**src/rtl/fd_fetch_ctrl.sv**
```systemverilog
// FAST-9 fetch sequencer: reads a candidate centre plus its 16 radius-3 circle pixels
// into register slots 0..16 and hands the set to the detector. Optional raster mode: FD_AUTOSCAN_EN.
module fd_fetch_ctrl #(
  parameter int unsigned IMG_W    = 640,
  parameter int unsigned IMG_H    = 480,
  parameter int unsigned ADDR_W   = 19,
  parameter int unsigned SRAM_LAT = 1,
  parameter int unsigned BORDER   = 3
) (
  input  logic              clock,
  input  logic              reset,
  input  logic              start,
  input  logic [9:0]        centreX,
  input  logic [8:0]        centreY,
  output logic              busy,
  output logic              done,
  output logic              err,
  output logic [ADDR_W-1:0] sramAddr,
  output logic              sramRd,
  output logic [4:0]        regAddr,
  output logic              regWe,
  output logic              readen,
  input  logic              detAck,
  output logic [9:0]        curX,
  output logic [8:0]        curY
);

  localparam int unsigned XW  = 10;
  localparam int unsigned YW  = 9;
  localparam int unsigned IW  = 5;
  localparam int unsigned AW1 = ADDR_W + 1;

  localparam logic [IW-1:0] LAST_IDX = IW'(16);
  localparam logic [XW-1:0] X_LO     = XW'(BORDER);
  localparam logic [XW-1:0] X_HI     = XW'(IMG_W - BORDER);
  localparam logic [YW-1:0] Y_LO     = YW'(BORDER);
  localparam logic [YW-1:0] Y_HI     = YW'(IMG_H - BORDER);

  typedef enum logic [2:0] {
    IDLE  = 3'd0,
    CHECK = 3'd1,
    ISSUE = 3'd2,
    DRAIN = 3'd3,
    VALID = 3'd4
  } state_t;

  state_t            state;
  logic [IW-1:0]     rd_idx;
  logic [ADDR_W-1:0] base;
  logic [SRAM_LAT-1:0] slot_vld;
  logic [IW-1:0]     slot_idx [SRAM_LAT];

  logic              border_bad;
  logic [ADDR_W-1:0] cur_base;
  logic [IW-1:0]     next_idx;
  logic [ADDR_W-1:0] next_addr;

  // Signed linear offset of circle point k relative to the centre address.
  function automatic logic signed [AW1-1:0] circle_offset(input logic [IW-1:0] k);
    int dx;
    int dy;
    dx = 0;
    dy = 0;
    case (k)
      5'd1:  begin dx =  0; dy = -3; end
      5'd2:  begin dx =  1; dy = -3; end
      5'd3:  begin dx =  2; dy = -2; end
      5'd4:  begin dx =  3; dy = -1; end
      5'd5:  begin dx =  3; dy =  0; end
      5'd6:  begin dx =  3; dy =  1; end
      5'd7:  begin dx =  2; dy =  2; end
      5'd8:  begin dx =  1; dy =  3; end
      5'd9:  begin dx =  0; dy =  3; end
      5'd10: begin dx = -1; dy =  3; end
      5'd11: begin dx = -2; dy =  2; end
      5'd12: begin dx = -3; dy =  1; end
      5'd13: begin dx = -3; dy =  0; end
      5'd14: begin dx = -3; dy = -1; end
      5'd15: begin dx = -2; dy = -2; end
      5'd16: begin dx = -1; dy = -3; end
      default: begin dx = 0; dy = 0; end
    endcase
    return AW1'(dy * int'(IMG_W) + dx);
  endfunction

  function automatic logic [ADDR_W-1:0] centre_addr(input logic [XW-1:0] x, input logic [YW-1:0] y);
    return ADDR_W'(int'(y) * int'(IMG_W) + int'(x));
  endfunction

  // Border test, centre base and the address of the following circle point.
  always_comb begin
    border_bad = (curX < X_LO) || (curX >= X_HI) || (curY < Y_LO) || (curY >= Y_HI);
    cur_base   = centre_addr(curX, curY);
    next_idx   = rd_idx + IW'(1);
    next_addr  = ADDR_W'({1'b0, base} + AW1'(circle_offset(next_idx)));
  end

`ifdef FD_AUTOSCAN_EN
  localparam logic [XW-1:0] X_LAST = XW'(IMG_W - BORDER - 1);
  localparam logic [YW-1:0] Y_LAST = YW'(IMG_H - BORDER - 1);

  logic          scan_last;
  logic [XW-1:0] scan_x;
  logic [YW-1:0] scan_y;

  // Raster successor of the current centre.
  always_comb begin
    scan_last = (curX == X_LAST) && (curY == Y_LAST);
    scan_x    = (curX == X_LAST) ? X_LO : curX + XW'(1);
    scan_y    = (curX == X_LAST) ? curY + YW'(1) : curY;
  end
`endif

  // Slot pipeline: read index and valid travel alongside the SRAM latency.
  always_ff @(posedge clock or posedge reset) begin
    if (reset) begin
      slot_vld <= '0;
      for (int s = 0; s < SRAM_LAT; s++) slot_idx[s] <= '0;
    end else begin
      slot_vld[0] <= sramRd;
      slot_idx[0] <= sramRd ? rd_idx : '0;
      for (int s = 1; s < SRAM_LAT; s++) begin
        slot_vld[s] <= slot_vld[s-1];
        slot_idx[s] <= slot_idx[s-1];
      end
    end
  end

  assign regWe   = slot_vld[SRAM_LAT-1];
  assign regAddr = slot_idx[SRAM_LAT-1];

  // Sequencer with registered handshake outputs.
  always_ff @(posedge clock or posedge reset) begin
    if (reset) begin
      state    <= IDLE;
      busy     <= 1'b0;
      done     <= 1'b0;
      err      <= 1'b0;
      sramAddr <= '0;
      sramRd   <= 1'b0;
      readen   <= 1'b0;
      curX     <= '0;
      curY     <= '0;
      rd_idx   <= '0;
      base     <= '0;
    end else begin
      done <= 1'b0;
      err  <= 1'b0;
      case (state)
        IDLE: begin
          // done cycle still counts as busy; a start seen then is dropped
          if (start && !done) begin
            busy  <= 1'b1;
            state <= CHECK;
`ifdef FD_AUTOSCAN_EN
            curX  <= X_LO;
            curY  <= Y_LO;
`else
            curX  <= centreX;
            curY  <= centreY;
`endif
          end else begin
            busy <= 1'b0;
          end
        end
        CHECK: begin
          if (border_bad) begin
            done  <= 1'b1;
            err   <= 1'b1;
            state <= IDLE;
          end else begin
            base     <= cur_base;
            sramAddr <= cur_base;
            sramRd   <= 1'b1;
            rd_idx   <= '0;
            state    <= ISSUE;
          end
        end
        ISSUE: begin
          if (rd_idx == LAST_IDX) begin
            sramRd   <= 1'b0;
            sramAddr <= '0;
            rd_idx   <= '0;
            state    <= DRAIN;
          end else begin
            rd_idx   <= next_idx;
            sramAddr <= next_addr;
          end
        end
        DRAIN: begin
          if (regWe && (regAddr == LAST_IDX)) begin
            readen <= 1'b1;
            state  <= VALID;
          end
        end
        VALID: begin
          if (detAck) begin
            readen <= 1'b0;
`ifdef FD_AUTOSCAN_EN
            if (scan_last) begin
              done  <= 1'b1;
              state <= IDLE;
            end else begin
              curX     <= scan_x;
              curY     <= scan_y;
              base     <= centre_addr(scan_x, scan_y);
              sramAddr <= centre_addr(scan_x, scan_y);
              sramRd   <= 1'b1;
              rd_idx   <= '0;
              state    <= ISSUE;
            end
`else
            done  <= 1'b1;
            state <= IDLE;
`endif
          end
        end
        default: state <= IDLE;
      endcase
    end
  end

endmodule
```
**config.mk**
```make
export PLATFORM = sky130hd
export DESIGN_NAME = fd_fetch_ctrl
export DESIGN_NICKNAME = d
export VERILOG_FILES = /design/src/rtl/fd_fetch_ctrl.sv
export SDC_FILE = /design/constraint.sdc
export NUM_CORES = 1
export LEC_CHECK = 0
export ABC_AREA = 1
export ABC_CLOCK_PERIOD_IN_PS = 5350
export CORE_ASPECT_RATIO = 0.75
export CORE_MARGIN = 2
export CORE_UTILIZATION = 56
export CTS_CLUSTER_DIAMETER = 80
export DETAILED_ROUTE_END_ITERATION = 10
export PLACE_DENSITY = 0.9
export SLEW_MARGIN = 30
export SYNTH_ARGS = -nofsm -noshare
export SYNTH_HDL_FRONTEND = slang
export SYNTH_SLANG_ARGS = --single-unit
```
**constraint.sdc**
```tcl
create_clock -name clock -period 5.35 [get_ports clock]
set_clock_uncertainty 0.05 [all_clocks]
set_input_delay 0.535 -clock clock [delete_from_list [all_inputs] [get_ports clock]]
set_output_delay 0.535 -clock clock [all_outputs]
set_load 0.01 [all_outputs]
```
==> flow_metrics.py <==
metrics = {
    "worst_setup_path": {
        "crit_fanout": 9,
        "worst_ep_arrival_time_ps": 4870,
        "reg2regPathDepth": 23,
        "timing_worst_setup_path_type": "register to register",
        "cp.required_ps": 5530,
        "reg2reg_to": "sramAddr[17]",
        "reg2reg_from": "rd_idx[1]",
        "cp-end-kind": "register",
        "r2r_slack_ps": 660,
        "setup.worst_path.start": "rd_idx[1]",
        "timing.critical_path.from_type": "register",
    },
    "power": {
        "vdd_ir_drop_max_uv": 145,
        "power.leakage_uw": 0.00349,
        "finalPower_uw": 1210,
        "power.density_mw_per_mm2": 184,
    },
    "clock_network": {
        "htree_levels": 3,
        "buffers_inserted_during_post_cts_setup_optimization": 0,
        "clock-root-buffer": "sky130_fd_sc_hd__clkbuf_16",
        "buffer_levels_on_the_longest_clock_path": 2,
        "cts_hold_repair.buffers": 0,
        "cts.reportedPaths.clkPinSlew_ps": 60,
        "post_cts.resized_instances": 0,
        "cts_bufs_inserted": 9,
        "insertion_delay_ps": 340,
        "number_of_clock_sinks": 76,
        "cts_tree": "yes",
    },
    "routing": {
        "drt-total-wl_um": 14400,
        "first_pass_iters": 9,
        "wl_per_cell_um": 16.0,
        "detailroute.via_count": 5144,
        "vias_per_cell": 5.68,
        "final_antenna_net_count": 0,
        "dr.first_iter.drc_count": 470,
        "drcViolationCount": 0,
    },
    "yosys": {
        "synth-async-reset-ratio_pct": 100,
        "ys_types": 45,
        "synth_flop_cell": "sky130_fd_sc_hd__dfrtp_1",
        "ys_ff_latch": 76,
        "synth_warnings": 0,
        "avgSynthCellArea_um2": 7.85,
        "number_of_enable_type_register_cells_in_the_synthesized_netlist": 0,
        "mappedNetlistNets": 788,
        "post_synth_instance_area_mm2": 0.00552,
        "synth_seq_area_share_pct": 34.5,
        "synthCells": 703,
    },
    "flow_run": {
        "drv_cap": 0,
    },
    "timing": {
        "fmax_mhz": 213,
        "finalCritPeriodShare_pct": 87.6,
        "maxSlewHeadroom_pct": 54.0,
        "drv_slew": 0,
        "worst_hold_slack_ps": 431,
        "setup_total_neg_slack_ps": 0,
        "timing_hold_violations_final": 0,
        "fin_crit_ps": 4690,
        "worst_pin_slew_ps": 690,
        "finalSetupViolCount": 0,
        "rsz0062_at_grt": "no",
    },
    "final_layout": {
        "nFillCells": 810,
        "final_core_util_pct": 68.5,
        "multi_input_area_mm2": 0.00317,
        "drive_above_1_share_pct": 8.28,
        "areaGrowthSynthToFinish_pct": 19.4,
        "area.sequential_mm2": 0.00190,
        "antenna_cells_inserted": 0,
        "final_cells": 905,
        "final_net_count": 854,
    },
    "die": {
        "fp.dieH_um": 90.0,
        "floorplan.die.width_um": 119,
        "initial_core_util_pct": 57.4,
        "dieArea_mm2": 0.0107,
        "boundaryPins": 72,
        "design.core.area_mm2": 0.00962,
        "rows": 31,
    },
    "grt": {
        "first_pass_grt_wire_length_um": 24300,
        "maximum_number_of_pins_on_one_net_before_global_route_repair": 77,
        "grt_use_total_pct": 28.1,
        "grt_use_met3_pct": 5.52,
        "most_used_routing_layer": "met2",
        "first_global_vias": 5139,
        "grt_util_met1_pct": 37.1,
        "grtUsageMet2_pct": 45.1,
        "grt_antenna_before_repair": 0,
        "gr-total-overflow": 0,
    },
    "status": {
        "status": "finished clean",
    },
    "hold_path": {
        "hp-class": "register to register",
        "timing.hold.worst.start": "sramAddr[8]",
        "worst_hold_path.endpoint": "sramAddr[8]",
        "whs_path_depth": 2,
    },
    "placed_design": {
        "port-buffer-count": 71,
        "post-place-cells": 890,
        "dpl.hpwl_um": 10800,
        "place_congestion": 0.959,
    },
}
-- worst max-delay path, stage by stage, from the launching register on --
cell and delay (ps):
sky130_fd_sc_hd__dfrtp_1 520, sky130_fd_sc_hd__ha_1 340, sky130_fd_sc_hd__inv_2 60, sky130_fd_sc_hd__nand2_1 100, sky130_fd_sc_hd__nand2_2 110, sky130_fd_sc_hd__nor2_2 100
sky130_fd_sc_hd__nand2_2 70, sky130_fd_sc_hd__nand2_4 90, sky130_fd_sc_hd__nand2_2 90, sky130_fd_sc_hd__inv_1 350, sky130_fd_sc_hd__ha_1 230, sky130_fd_sc_hd__inv_1 60
sky130_fd_sc_hd__fa_1 500, sky130_fd_sc_hd__inv_1 60, sky130_fd_sc_hd__fa_1 450, sky130_fd_sc_hd__ha_1 370, sky130_fd_sc_hd__a21oi_1 300, sky130_fd_sc_hd__o21ai_0 140
sky130_fd_sc_hd__a21oi_1 210, sky130_fd_sc_hd__nand3b_1 100, sky130_fd_sc_hd__nand3_1 90, sky130_fd_sc_hd__nand2_1 60, sky130_fd_sc_hd__nand2_1 50, sky130_fd_sc_hd__nand2_1 50
-- registers in the layout, summed over array words and instances (netlist names), 3 cells and up --
register and count:
state 3, sramAddr 19, base 19, curX 10
regAddr 5, curY 9, rd_idx 5
-- how the worst max path moves through the flow --
stage	endpoint	slack, ps	cells after the start
final	sramAddr[17]	660	23
after global routing	sramAddr[14]	340	23
after CTS	sramAddr[17]	760	24
after detailed placement	sramAddr[17]	830	23
after global placement	sramAddr[17]	1040	23
after floorplan	sramAddr[14]	1290	23
-- final cells by class --
cell class | count | area share [%]
well taps | 132 | 2.51
flip-flops and latches | 76 | 28.9
repair buffers | 72 | 11.0
multi-input cells | 520 | 48.1
clock buffers | 9 | 3.42
clock inverters | 6 | 0.988
inverters | 90 | 5.13
-- logic make-up (layout without fill, tap and decap cells) --
kind of cell	Yosys count	count (layout)	share of synthesized area, %
simple gates	338	338	27.2
buf+inv	107	177	8.12
compound gates	96	96	9.61
flops	76	76	34.5
fa+ha+maj	62	62	16.1
xor+xnor	12	12	2.04
mux	12	12	2.45
-- Yosys cell counts (3+ instances only) --
master | count | area share, %
sky130_fd_sc_hd__nand3b_1 | 3 | 0.41
sky130_fd_sc_hd__buf_4 | 8 | 1.1
sky130_fd_sc_hd__inv_1 | 80 | 5.4
sky130_fd_sc_hd__inv_2 | 9 | 0.61
sky130_fd_sc_hd__dfrtp_1 | 76 | 34
sky130_fd_sc_hd__xnor2_1 | 6 | 0.95
sky130_fd_sc_hd__buf_2 | 7 | 0.63
sky130_fd_sc_hd__o21ai_1 | 7 | 0.63
sky130_fd_sc_hd__o22ai_1 | 4 | 0.45
sky130_fd_sc_hd__xor2_1 | 5 | 0.79
sky130_fd_sc_hd__mux2_2 | 12 | 2.4
sky130_fd_sc_hd__nand2_2 | 9 | 1.0
sky130_fd_sc_hd__o21bai_1 | 3 | 0.41
sky130_fd_sc_hd__nand2_1 | 189 | 13
sky130_fd_sc_hd__nand3_1 | 53 | 4.8
sky130_fd_sc_hd__nor2_1 | 49 | 3.3
sky130_fd_sc_hd__nand2_4 | 4 | 0.82
sky130_fd_sc_hd__nor3_1 | 3 | 0.27
sky130_fd_sc_hd__o211ai_1 | 7 | 0.95
sky130_fd_sc_hd__a21oi_1 | 43 | 3.9
sky130_fd_sc_hd__nand4_1 | 13 | 1.5
sky130_fd_sc_hd__ha_1 | 47 | 11
sky130_fd_sc_hd__o21ai_0 | 24 | 2.2
sky130_fd_sc_hd__or2_2 | 3 | 0.34
sky130_fd_sc_hd__nor2_2 | 3 | 0.34
sky130_fd_sc_hd__fa_1 | 15 | 5.4
-- power breakdown --
group	internal (µW)	switching, µW	leakage (µW)
registers	575	0.217	0.00100
logic	15.7	14.4	0.00235
clock network	359	245	0.000142
-- cell usage in the layout, fill, tap and decap left out, drive strengths merged, types with 2 or more instances in the layout --
master | synthesis | layout
mux2 | 12 | 12
nor2 | 52 | 52
inv | 89 | 90
o22ai | 4 | 4
a21oi | 43 | 43
clkbuf | 1 | 9
nand3b | 3 | 3
xnor2 | 7 | 7
nand2 | 202 | 202
clkinv | 1 | 4
nand4 | 15 | 15
dfrtp | 76 | 76
o21bai | 3 | 3
a31oi | 2 | 2
o21a | 2 | 2
clkdlybuf4s50 | 0 | 71
nor3 | 4 | 4
o211ai | 7 | 7
or2 | 4 | 4
nand3 | 54 | 54
xor2 | 5 | 5
fa | 15 | 15
ha | 47 | 47
o21ai | 32 | 32
-- stage by stage --
step / instance area, µm² / setup slack, ps
floorplan: 5520 / 1290
global placement: 6290 / 1040
detailed placement: 6290 / 834
CTS: 6580 / 756
global route: 6590 / 337
finish: 6590 / 664
-- metal layers --
layer	up-vias	share of wire, %
met5	-	0
met2	223	45
met4	0	4.0
li1	2423	-
met1	2446	44
met3	52	6.7
Note: power is estimated with default switching activity, not from simulation.
